[config.mk]
export PLATFORM = sky130hd
export DESIGN_NAME = fifo_spad_loader
export DESIGN_NICKNAME = d
export VERILOG_FILES = /design/src/rtl/fifo_spad_loader_pkg.sv /design/src/rtl/fifo_spad_loader_addr_counter.sv /design/src/rtl/fifo_spad_loader.sv
export SDC_FILE = /design/constraint.sdc
export NUM_CORES = 1
export LEC_CHECK = 0
export CORE_MARGIN = 5
export CORE_UTILIZATION = 40
export CTS_BUF_LIST = sky130_fd_sc_hd__clkbuf_2 sky130_fd_sc_hd__clkbuf_4 sky130_fd_sc_hd__clkbuf_8
export CTS_CLUSTER_DIAMETER = 80
export DETAILED_ROUTE_END_ITERATION = 8
export GPL_TIMING_DRIVEN = 0
export PLACE_DENSITY = 0.66
export RECOVER_POWER = 25
export SLEW_MARGIN = 5
export SYNTH_ARGS = -nofsm -noshare
export SYNTH_HDL_FRONTEND = slang
export SYNTH_SLANG_ARGS = --single-unit
export TNS_END_PERCENT = 20
[constraint.sdc]
create_clock -name clk -period 5.2 [get_ports clk]
set_clock_uncertainty 0.1 [all_clocks]
set_input_delay 1.56 -clock clk [delete_from_list [all_inputs] [get_ports clk]]
set_output_delay 1.56 -clock clk [all_outputs]
set_load 0.01 [all_outputs]
[src/rtl/fifo_spad_loader_pkg.sv]
// Shared definitions for the FIFO-to-scratchpad loader: FSM encoding and default widths.
package fifo_spad_loader_pkg;

   localparam int DEF_DATA_WIDTH = 16;
   localparam int DEF_ADDR_WIDTH = 8;

   typedef enum logic [1:0] {
      IDLE  = 2'd0,
      LOAD  = 2'd1,
      DRAIN = 2'd2,
      DONE  = 2'd3
   } state_t;

endpackage

[src/rtl/fifo_spad_loader_addr_counter.sv]
// Scratchpad write-address generator: latches the burst base, counts completed writes,
// and produces base+written wrapped to ADDR_WIDTH bits.
module spad_addr_counter
   import fifo_spad_loader_pkg::*;
#(
   parameter int ADDR_WIDTH = DEF_ADDR_WIDTH
) (
   input  logic                  clk,
   input  logic                  reset,
   input  logic                  load,
   input  logic                  inc,
   input  logic [ADDR_WIDTH-1:0] base,
   output logic [ADDR_WIDTH-1:0] addr,
   output logic [ADDR_WIDTH:0]   written
);

   logic [ADDR_WIDTH-1:0] base_q;

   always_ff @(posedge clk or negedge reset) begin
      if (!reset) begin
         base_q  <= '0;
         written <= '0;
      end else if (load) begin
         base_q  <= base;
         written <= '0;
      end else if (inc) begin
         written <= written + 1'b1;
      end
   end

   // Only the low bits feed the address, so the sum wraps naturally.
   assign addr = base_q + written[ADDR_WIDTH-1:0];

endmodule

[src/rtl/fifo_spad_loader.sv]
// Pops a burst of words from an upstream FIFO and writes them to consecutive scratchpad
// addresses; FIFO data arrives one cycle after each pop and is written in that cycle.
//
// state | meaning
// IDLE  | waiting for start; load_count/base_addr captured on accept
// LOAD  | issuing FIFO pops while not empty and issued < count
// DRAIN | last pop issued, waiting for its data to be written
// DONE  | one-cycle done pulse, start ignored
module fifo_spad_loader
   import fifo_spad_loader_pkg::*;
#(
   parameter int DATA_WIDTH = DEF_DATA_WIDTH,
   parameter int ADDR_WIDTH = DEF_ADDR_WIDTH
) (
   input  logic                  clk,
   input  logic                  reset,
   input  logic                  start,
   input  logic [ADDR_WIDTH:0]   load_count,
   input  logic [ADDR_WIDTH-1:0] base_addr,
   input  logic                  fifo_empty,
   input  logic [DATA_WIDTH-1:0] fifo_rd_data,
   output logic                  fifo_read_request,
   output logic                  spad_we,
   output logic [ADDR_WIDTH-1:0] spad_waddr,
   output logic [DATA_WIDTH-1:0] spad_wdata,
   output logic                  busy,
   output logic                  done
);

   state_t                state, state_next;
   logic [ADDR_WIDTH:0]   count_q;
   logic [ADDR_WIDTH:0]   issued;
   logic [ADDR_WIDTH:0]   written;
   logic [ADDR_WIDTH-1:0] wr_addr;
   logic                  rd_valid;
   logic                  rd_req;
   logic                  accept;
   logic                  last_issue;
   logic                  last_write;

   assign last_issue = (issued + 1'b1) == count_q;
   assign last_write = rd_valid && ((written + 1'b1) == count_q);

   always_comb begin
      state_next = state;
      rd_req     = 1'b0;
      accept     = 1'b0;
      unique case (state)
         IDLE: begin
            if (start) begin
               accept     = 1'b1;
               state_next = (load_count == '0) ? DONE : LOAD;
            end
         end
         LOAD: begin
            rd_req = !fifo_empty && (issued < count_q);
            if (rd_req && last_issue) state_next = DRAIN;
         end
         DRAIN: begin
            if (last_write) state_next = DONE;
         end
         DONE: state_next = IDLE;
         default: state_next = IDLE;
      endcase
   end

   always_ff @(posedge clk or negedge reset) begin
      if (!reset) begin
         state    <= IDLE;
         count_q  <= '0;
         issued   <= '0;
         rd_valid <= 1'b0;
      end else begin
         state    <= state_next;
         rd_valid <= rd_req;
         if (accept) begin
            count_q <= load_count;
            issued  <= '0;
         end else if (rd_req) begin
            issued <= issued + 1'b1;
         end
      end
   end

   spad_addr_counter #(
      .ADDR_WIDTH (ADDR_WIDTH)
   ) u_addr_counter (
      .clk     (clk),
      .reset   (reset),
      .load    (accept),
      .inc     (rd_valid),
      .base    (base_addr),
      .addr    (wr_addr),
      .written (written)
   );

   // Write-side outputs are held at zero outside write cycles so nothing stale leaks out.
   assign fifo_read_request = rd_req;
   assign spad_we           = rd_valid;
   assign spad_waddr        = rd_valid ? wr_addr : '0;
   assign spad_wdata        = rd_valid ? fifo_rd_data : '0;
   assign busy              = (state != IDLE);
   assign done              = (state == DONE);

endmodule
Word-level counts from Yosys, hierarchy flattened
Cells that the tools add are included.
{"block": "classes", "addsub": 3, "mul": 0, "n_div": 0, "n_lt_le_gt_ge": 1, "n_eq_ne": 8, "n_shift": 0, "muxes": 14, "bitwise": 0, "reduce_logical": 10}
{"op": "2-to-1 mux 9 bit", "n": 4}
{"op": "adder 9 x 1 -> 9 bit, second input constant", "n": 2}
{"op": "equality test 9 bit", "n": 2}
{"op": "2-to-1 mux 16 bit", "n": 1}
{"op": "logical NOT 9 bit", "n": 1}
{"op": "< comparator 9 bit", "n": 1}
{"op": "adder 8 bit", "n": 1}
{"op": "2-to-1 mux 2 bit", "n": 4}
{"op": "2-to-1 mux 8 bit", "n": 1}
{"op": "one-hot mux 2 bit (4 select lines)", "n": 1}
{"op": "!= test 2 bit, second input constant", "n": 3}
{"op": "nonzero test 2 bit", "n": 3}
{"op": "equality test 2 bit, second input constant", "n": 2}
{"op": "logical AND 1 bit", "n": 3}
{"op": "2-to-1 mux 1 bit", "n": 3}
{"op": "AND reduction 3 bit", "n": 1}
{"op": "equality test 2 x 1 -> 1 bit, second input constant", "n": 1}
{"op": "logical NOT 2 bit", "n": 1}
{"op": "logical NOT 1 bit", "n": 1}
{"block": "word_totals", "ff_bits": 38, "latch_bits": 0, "ramBits": 0, "romBits": 0, "in_bits": 37, "mem_count": 0}

Depth between registers and ports, before layout
Gate-level depths: netlist of run 1.
{"block": "logic_depth", "ltp_word": 5, "ltp_mapped": 10, "mapped_depth_nobuf": 9}

Cells and area by module
From an unflattened synthesis of run 1, not the netlist that was laid out.
{"block": "unflattened", "cells_unflattened": 323, "area_unflattened_um2": 2932.8}
{"mod": "fifo_spad_loader", "instances": 1, "cells_each": 219, "area_per_inst_um2": 1874.3, "seq_area_each_um2": 525.5}
{"mod": "spad_addr_counter", "instances": 1, "cells_each": 104, "area_per_inst_um2": 1058.5, "seq_area_each_um2": 425.4}

Least setup slack after synthesis of run 1
Ideal clock, no wire load.
{"block": "synth_path", "path_kind": "input-to-output", "startpoint": "in fifo_empty", "endpoint": "out fifo_read_request", "t_arrival_ns": 2.177, "path_slack_ns": 1.363, "stages": 3, "cell_sequence": "a211o_1 -> nor3b_1 -> buf_2"}
{"block": "synth_between", "elab_chain_len": 3}
{"item": "from (decl)", "line_no": "fifo_spad_loader.sv:20", "source": "input logic fifo_empty,"}
{"item": "logical NOT 1 bit", "line_no": "fifo_spad_loader.sv:56", "source": "rd_req = !fifo_empty && (issued < count_q);"}
{"item": "logical AND 1 bit", "line_no": "fifo_spad_loader.sv:56"}
{"item": "2-to-1 mux 1 bit", "line_no": "fifo_spad_loader.sv:48", "source": "unique case (state)"}
{"item": "to (decl)", "line_no": "fifo_spad_loader.sv:22", "source": "output logic fifo_read_request,"}
Every way passes these cells.

Worst setup path after layout of run 1
Same ends and word-level chain as after synthesis.

==> flow_summary.ini, run 1 <==
[routing]
totalWireLength_mm = 7.18
drc = 0
met2_length_mm = 3.32
wl_met1_mm = 3.44
wl_per_cell_um = 14.5
wl_met3_um = 339
antenna_left = 0
first_pass_iters = 4
drt_iter0_markers = 153
routed_via_density = 5.00
top_layer_used = met4
vias = 2473

[clock_tree]
numCtsBuffers = 5
cts_resized = 0
path_clk_slew_ps = 90
cts_root_buffer = clkbuf_8
holdBufCountCts = 0
clockBufferDepth = 2
post-cts-setup-buffer-count = 0
cts_tree = done
cts_sinks = 38
clkLatencyLatePin_ps = 300
ctsHtreeMaxLevel = 2

[timing]
fin_crit_ps = 4920
clock.fmax_mhz = 203
setup_viol = 0
worst_pin_slew_ps = 1080
fin_tns_setup_ps = 0
slew_headroom = 0.281
fin_hold_ws_ps = 395
rsz0062_at_grt = false
drv_slew = 0
timing.final.crit_share = 0.947
hold_viol = 0

[synthesis]
ys_types = 47
yosysSeqAreaShare = 0.336
synth-seq-cells = 38
syn_area_sq_mm = 0.00283
syn-num-nets = 387
synth_warnings = 0
syn-mean-instance-area_sq_um = 8.69
postSynthCellCount = 326

[place]
dpl_cell_area_sq_mm = 0.00362
place.port_buffers = 64
gp_congestion = 0.858
dp_hpwl_mm = 5.79

[layout]
finalInstanceArea_sq_mm = 0.00370
drive_gt1_frac = 0.0526
antenna_cells = 0
nNetsFinal = 459
area_growth_pct = 30.6
fillers = 668
fin_util = 0.542

[setup_path]
worstReg2RegEnd = issued[8]$_DFFE_PN0P_
cp.required_ps = 3540
arrival_ps = 3260
path_class = in2out
reg2reg_setup_slack_ps = 2540
slowest_stage = clkdlybuf4s50_1
crit_fanout = 11
cp-start-kind = primary input
cpPeakStageDelay_ps = 580
path_cells = clkdlybuf4s50_1, a211o_1, nor3b_1, buf_2, clkdlybuf4s50_1
cp_num_buf_inv = 3
critPathTopFamily = buffers and inverters
path_common_cell = clkdlybuf4s50_1
r2r_start = count_q[6]$_DFFE_PN0P_
critPathCaptureType = output pin
rr_worst_depth = 10

[grt]
antenna_found_initial = 0
grt_max_degree = 21
overflow = 0
global_route.usage.total = 0.176
grt_pass1_vias = 2408
grt_pass1_wl_mm = 12.2

[floorplan]
std_cell_rows = 30
chipHeight_um = 94.2
die-area_sq_mm = 0.00887
die_x_um = 94.2
core_area_sq_mm = 0.00683
ioPinCount = 65
initial_core_util = 0.415

[worst_hold_path]
min_to = u_addr_counter.base_q[2]$_DFFE_PN0P_
min_path_type = reg2reg
holdCritStartpoint = u_addr_counter.base_q[2]$_DFFE_PN0P_
min_path_cells = 2

[pwr]
leakage_nw = 1.66
peakVddDrop_v = 0.000208
p_per_area_mw_per_mm2 = 434
finalPower_w = 0.00161

[outcome]
outcome = finished, final reports clean

[run]
cap_violations = 0
-- where the power goes --
group          total, W  internal (W)  switching [W]  leakage (nW)
Combinational  0.000840      0.000413       0.000427          1.11
Clock          0.000255      0.000141       0.000114        0.0579
Sequential     0.000513      0.000389       0.000123         0.495
Total           0.00161      0.000944       0.000664          1.66
-- sequential cells by signal, indices dropped and copies added, names as in the netlist --
signal and count:
state 2, count_q 9, issued 9, u_addr_counter.written 9
u_addr_counter.base_q 8, spad_we 1
-- logic make-up (layout without fill, tap and decap cells) --
| family | after synthesis | in the layout | synth area share |
|---|---|---|---|
| muxes | 3 | 3 | 0.0106 |
| buffers and inverters | 28 | 101 | 0.0411 |
| adders and majority gates | 24 | 24 | 0.109 |
| xor gates and xnor gates | 41 | 41 | 0.129 |
| and+or+nand+nor | 145 | 145 | 0.255 |
| AOI/OAI and AO/OA | 47 | 47 | 0.120 |
| DFF | 38 | 38 | 0.336 |
-- stage by stage --
step	setup WS, ps	std cells
floorplan	1360	326
global placement	287	486
detailed placement	286	487
CTS	279	495
global route	221	495
finish	276	495
-- tightest hold or removal path: stages, from the launching register on --
cell and delay [ps]:
dfrtp_1 360, nand2_1 50, nand2_1 50
-- worst max-delay path by stage --
stage,to,cells after the start,slack [ps],start
3_3_place_gp,fifo_read_request,5,290,fifo_empty
2_1_floorplan,fifo_read_request,3,1360,fifo_empty
5_1_grt,fifo_read_request,5,220,fifo_empty
3_5_place_dp,fifo_read_request,5,290,fifo_empty
6_report,fifo_read_request,5,280,fifo_empty
4_1_cts,fifo_read_request,5,280,fifo_empty
-- layout make-up --
cell class | instances | area, sq um | area share
buffer | 13 | 60.1 | 0.0162
tap | 96 | 120 | 0.0325
timing repair buffer | 65 | 638 | 0.172
multi-input combinational | 260 | 1770 | 0.477
clock inverter | 3 | 40.0 | 0.0108
sequential | 38 | 951 | 0.257
inverter | 15 | 56.3 | 0.0152
clock buffer | 5 | 68.8 | 0.0186
-- cells in the final DEF, fill, tap and decap left out, drive strengths merged, types with 2 or more instances in the layout --
| master | count |
|---|---|
| nor4b | 2 |
| o22ai | 2 |
| nand2 | 50 |
| nor2b | 4 |
| clkinv | 2 |
| buf | 5 |
| a21o | 4 |
| o21a | 2 |
| nor3 | 4 |
| nor2 | 30 |
| mux2i | 3 |
| nor3b | 3 |
| or3 | 2 |
| inv | 15 |
| nor4 | 4 |
| nand3 | 7 |
| a31oi | 3 |
| clkbuf | 15 |
| a211o | 4 |
| xnor2 | 23 |
| clkdlybuf4s50 | 63 |
| nand4 | 7 |
| xor2 | 18 |
| dfrtp | 38 |
| o21ai | 13 |
| and2 | 28 |
| a21oi | 9 |
| ha | 23 |
-- routing by layer --
layer / global-route usage / vias to the layer above
li1: - / 1244
met1: 0.240 / 1158
met2: 0.283 / 65
met3: 0.0345 / 6
met4: 0.0481 / 0
met5: 0 / -
-- synthesized netlist by cell type, drive strengths merged --
library cell | number | area share
nor3 | 4 | 0.0071
or4 | 1 | 0.0026
a41oi | 1 | 0.0057
o32a | 1 | 0.0035
xor2 | 18 | 0.058
a211o | 4 | 0.013
or3 | 2 | 0.0044
dfrtp | 38 | 0.34
a211oi | 1 | 0.0026
nor3b | 3 | 0.0079
inv | 15 | 0.020
ha | 23 | 0.10
nand2b | 1 | 0.0022
nor4 | 4 | 0.0088
a2111oi | 1 | 0.0053
a31oi | 3 | 0.0066
a311oi | 1 | 0.0031
o22ai | 2 | 0.0044
o21ai | 13 | 0.023
nand3b | 1 | 0.0026
o21a | 2 | 0.0053
o41a | 1 | 0.0040
nand4 | 7 | 0.021
nand2 | 50 | 0.066
buf | 5 | 0.011
clkbuf | 8 | 0.011
mux2i | 3 | 0.011
o221ai | 1 | 0.0031
nand3 | 7 | 0.012
and2 | 28 | 0.062
and3 | 1 | 0.0022
nor4b | 2 | 0.0062
a21oi | 9 | 0.020
fa | 1 | 0.0071
a21o | 4 | 0.011
nor2 | 30 | 0.041
o211a | 1 | 0.0035
o211ai | 1 | 0.0026
xnor2 | 23 | 0.071
o221a | 1 | 0.0040
nor2b | 4 | 0.0088
No activity file was read; power rests on OpenSTA's default activity.
==> run 2: changes to the inputs <==
- SETUP_SLACK_MARGIN: unset -> 0.4
==> run 2 against run 1 <==
Setup slack better by 320 ps; clock power hardly changed; design area grew 0.34%; die area unchanged; largest cell class unchanged.
==> flow_summary.ini, run 2 (synthesis gave the netlist of run 1 again) <==
[setup_path]
rr_worst_depth = 11
arrival_ps = 2940
critPathCaptureType = output pin
cp-start-kind = register
cp.required_ps = 3540
path_class = reg2out
crit_fanout = 6

[layout]
nNetsFinal = 460
fin_util = 0.544
antenna_cells = 0
area_growth_pct = 31.0
reg_top3 = count_q: 9 flops, issued: 9 flops, u_addr_counter.written: 9 flops
fillers = 673
drive_gt1_frac = 0.0550
layout_common_cells = 62 x clkdlybuf4s50_1, 50 x nand2_1, 38 x dfrtp_1, 29 x nor2_1, 28 x and2_1
final_common_cell = clkdlybuf4s50_1

[timing]
hold_viol = 0
fin_tns_setup_ps = 0
slew_headroom = 0.283
drv_slew = 0
timing.final.crit_share = 0.885
clock.fmax_mhz = 217
setup_viol = 0
fin_crit_ps = 4600
rsz0062_at_grt = false
worst_pin_slew_ps = 1080

[grt]
grt_util_met2 = 0.286
grt_pass1_wl_mm = 12.3
use_met1 = 0.243
antenna_found_initial = 0
grt_pass1_vias = 2419
grt_max_degree = 21
global_route.usage.total = 0.178
overflow = 0
use_met3 = 0.0345
busiest_layer = met2

[pwr]
p_per_area_mw_per_mm2 = 435
finalPower_w = 0.00162
peakVddDrop_v = 0.000208
leakage_nw = 1.68

[clock_tree]
holdBufCountCts = 0
cts_root_buffer = clkbuf_8
cts_tree = done
clockBufferDepth = 2
numCtsBuffers = 5
ctsHtreeMaxLevel = 2
path_clk_slew_ps = 90
clkLatencyLatePin_ps = 300
cts_sinks = 38

[place]
place.port_buffers = 64
dp_hpwl_mm = 5.79
gp_congestion = 0.858

[routing]
antenna_left = 0
vias = 2476
totalWireLength_mm = 7.28
wl_per_cell_um = 14.7
drt_iter0_markers = 154
routed_via_density = 4.99
first_pass_iters = 4
drc = 0

[run]
cap_violations = 0

[floorplan]
die_x_um = 94.2
core_area_sq_mm = 0.00683
die-area_sq_mm = 0.00887
std_cell_rows = 30
chipHeight_um = 94.2
initial_core_util = 0.415
ioPinCount = 65

[worst_hold_path]
min_path_cells = 2
min_path_type = reg2reg

[outcome]
outcome = finished, final reports clean
## run 2: power by group
group          total [W]  switching, W  internal, W
combinational   0.000847      0.000430     0.000417
sequential      0.000514      0.000124     0.000389
clock           0.000256      0.000115     0.000141
## run 2: worst max-delay path, stage by stage (launching register included)
cell and delay [ps]:
dfrtp_1 470, ha_1 250, fa_1 400, a21o_1 180
a21o_1 200, a21o_1 180, a21oi_1 170, xnor2_1 140
and2_1 130, clkdlybuf4s50_1 530
## run 2: repair_timing
action,in CTS,in global routing
buffers inserted,1,0
gates resized for setup,1,1
endpoints found under the setup margin,1,1
pin swaps,0,0
gates cloned,0,0
## run 2: worst paths after layout
path,slack [ps],startpoint,endpoint
worst max-delay path,600,u_addr_counter.written[0]$_DFFE_PN0P_,spad_waddr[6]
worst min-delay path,400,u_addr_counter.base_q[2]$_DFFE_PN0P_,u_addr_counter.base_q[2]$_DFFE_PN0P_
worst max register to register,2540,count_q[6]$_DFFE_PN0P_,issued[8]$_DFFE_PN0P_
worst min register to register,400,u_addr_counter.base_q[2]$_DFFE_PN0P_,u_addr_counter.base_q[2]$_DFFE_PN0P_
max in group asynchronous,2140,reset,spad_we$_DFF_PN0_
min in group asynchronous,1330,reset,count_q[6]$_DFFE_PN0P_
## run 2: final cells by class
type	instances	area, sq um	share of cell area
repair buffers	66	648	0.175
multi-input cells	260	1770	0.476
plain buffers	13	62.6	0.0168
clock inverters	3	40.0	0.0108
clock buffers	5	68.8	0.0185
flip-flops and latches	38	951	0.256
inverters	15	56.3	0.0152
well taps	96	120	0.0323
## run 2: per-stage QoR
step / hold slack [ps] / cell area [sq um] / instances / worst slack, ps
final: 395 / 3710 / 496 / 596
after detailed placement: 379 / 3620 / 487 / 286
after global routing: 423 / 3710 / 496 / 454
after floorplan: 352 / 2830 / 326 / 1360
after global placement: 368 / 3590 / 486 / 287
after CTS: 401 / 3740 / 496 / 438
## run 2: routing by layer
layer	vias to the layer above	share of wire
li1	1244	-
met1	1158	0.48
met2	68	0.46
met3	6	0.048
met4	0	0.010
met5	-	0
==> RTL change, RTL diff (settings of run 2) <==
Re-encode `state_t` (4 states) as one-hot, 4 bits wide.
--- a/src/rtl/fifo_spad_loader_pkg.sv
+++ b/src/rtl/fifo_spad_loader_pkg.sv
@@ -4,11 +4,11 @@
    localparam int DEF_DATA_WIDTH = 16;
    localparam int DEF_ADDR_WIDTH = 8;
 
-   typedef enum logic [1:0] {
-      IDLE  = 2'd0,
-      LOAD  = 2'd1,
-      DRAIN = 2'd2,
-      DONE  = 2'd3
+   typedef enum logic [3:0] {
+      IDLE  = 4'b0001,
+      LOAD  = 4'b0010,
+      DRAIN = 4'b0100,
+      DONE  = 4'b1000
    } state_t;
 
 endpackage
Behaviour: same outputs for any inputs over 10 cycles, from zero or initial values and one cycle with reset low; not proved beyond that.
==> RTL change against run 2 <==
- global-route usage is 0.59 points lower
- worst setup slack lost 0.13 ns
- combinational power decreased by 20%
- register-to-register slack improved by 0.14 ns
- synthesized cell count grew 1.8%
- count of clock-buffer cells in the layout unchanged
- worst hold slack gained 0.0012 ns
- synthesized area increased by 2.4%
- sequential cell count rose by 2
- sequential power shrank 4%
- power is 11% lower
- final area increased by 2.5%
- wire length rose by 2.5%
- largest power group unchanged
==> RTL change: results (changes against run 2) <==
Global routing
  • Total Routing Usage GR: 17.2% (-0.59 points)
  • Global routing usage on met2: 31.3% (+2.7 points)
  • Largest net degree at the start of global routing: 22 (+4.8%)
  • Grt met1 use: 20.0% (-4.3 points)

Worst setup path
  • Path depth of the worst reg2reg path: 9 (-2)
  • Largest fanout on the critical path: 3 (-3)
  • Crit path max-delay family: buffers and inverters
  • Data arrival time of the worst path: 3.07 ns (+0.13 ns)
  • Maximum cell stage delay along the critical path: 0.43 ns (-0.10 ns)
  • Start point of the critical path: fifo_empty

Route
  • Total vias in the final route: 2637 (+6.5%)
  • Drt initial violations: 101 (-34%)
  • Routed metal-1 wire length: 3140 microns (-9.6%)
  • Total wire length: 7460 microns (+2.5%)
  • Detailed-routed wire length on met3: 534 microns (+53%)

Power
  • Leak: 1.67 nW (-0.58%)
  • Maximum VDD drop: 0.168 mV (-19%)

Place
  • Post-placement cell area: 3690 sq um (+2.0%)
  • Post-place setup slack: -0.300 ns (-0.586 ns)

Synth
  • Synthesized instance count: 332 (+1.8%)
  • Top cell types by occurrence after synthesis: 48 x sky130_fd_sc_hd__nand2_1, 39 x sky130_fd_sc_hd__dfrtp_1, 24 x sky130_fd_sc_hd__and2_1
  • Synth area leaders: sky130_fd_sc_hd__dfrtp_1 34%, sky130_fd_sc_hd__ha_1 7.8%, sky130_fd_sc_hd__nand2_1 6.2%, sky130_fd_sc_hd__xnor2_1 5.7%, sky130_fd_sc_hd__and2_1 5.2%
  • Synthesized netlist net count: 388 (+0.26%)
  • Adder and majority cell fraction of the synthesized area: 8.45% (-2.4 points)
  • Fraction of synthesized cell area in xor and xnor cells: 10.3% (-2.7 points)
  • Post-synthesis sequential area ratio: 34.5% (+0.97 points)

Final layout
  • Fraction of layout cells with a size suffix above 1: 8.60% (+3.1 points)
  • Nets: 462 (+0.43%)
  • Logic inverters: 16 (+1)
  • Fillcell total: 690 (+2.5%)
  • Multi-input gate count: 261 (+0.38%)
  • Final design area excluding fillers: 3810 sq um (+2.5%)
  • Bufs w/o clock: 82 (+3.8%)
  • Post-route insts no fill: 506 (+2.0%)

Clock network
  • CTS resizes: 8 (+7)
  • Post-CTS Repair Setup Buffers: 2 (+1)

Run status
  • Outcome: finished, final reports clean

STA
  • Max-Slew Margin vs Limit: 24.1% (-4.1 points)
## RTL change: power by group through the flow
stage	combinational (mW)	sequential (mW)	clock, mW
3_3_place_gp	0.662	0.500	0
2_1_floorplan	0.463	0.473	0
4_1_cts	0.689	0.496	0.265
5_1_grt	0.760	0.511	0.277
6_report	0.678	0.496	0.257
3_5_place_dp	0.677	0.503	0
## RTL change: logic make-up after synthesis
family | count (synthesis)
AO/OA/AOI/OAI | 65
flip-flops | 40
AND/OR/NAND/NOR | 138
XOR/XNOR | 34
multiplexers | 5
adder cells (fa/ha/maj) | 19
buffers and inverters | 31
## RTL change: path summary, 6_finish.rpt
kind	to	slack, ns
worst max-delay path	fifo_read_request	0.47
worst min-delay path	u_addr_counter.base_q[2]	0.40
worst max register to register	issued[7]	2.68
worst min register to register	u_addr_counter.base_q[2]	0.40
max in group asynchronous	u_addr_counter.written[8]	2.06
min in group asynchronous	issued[4]	1.35
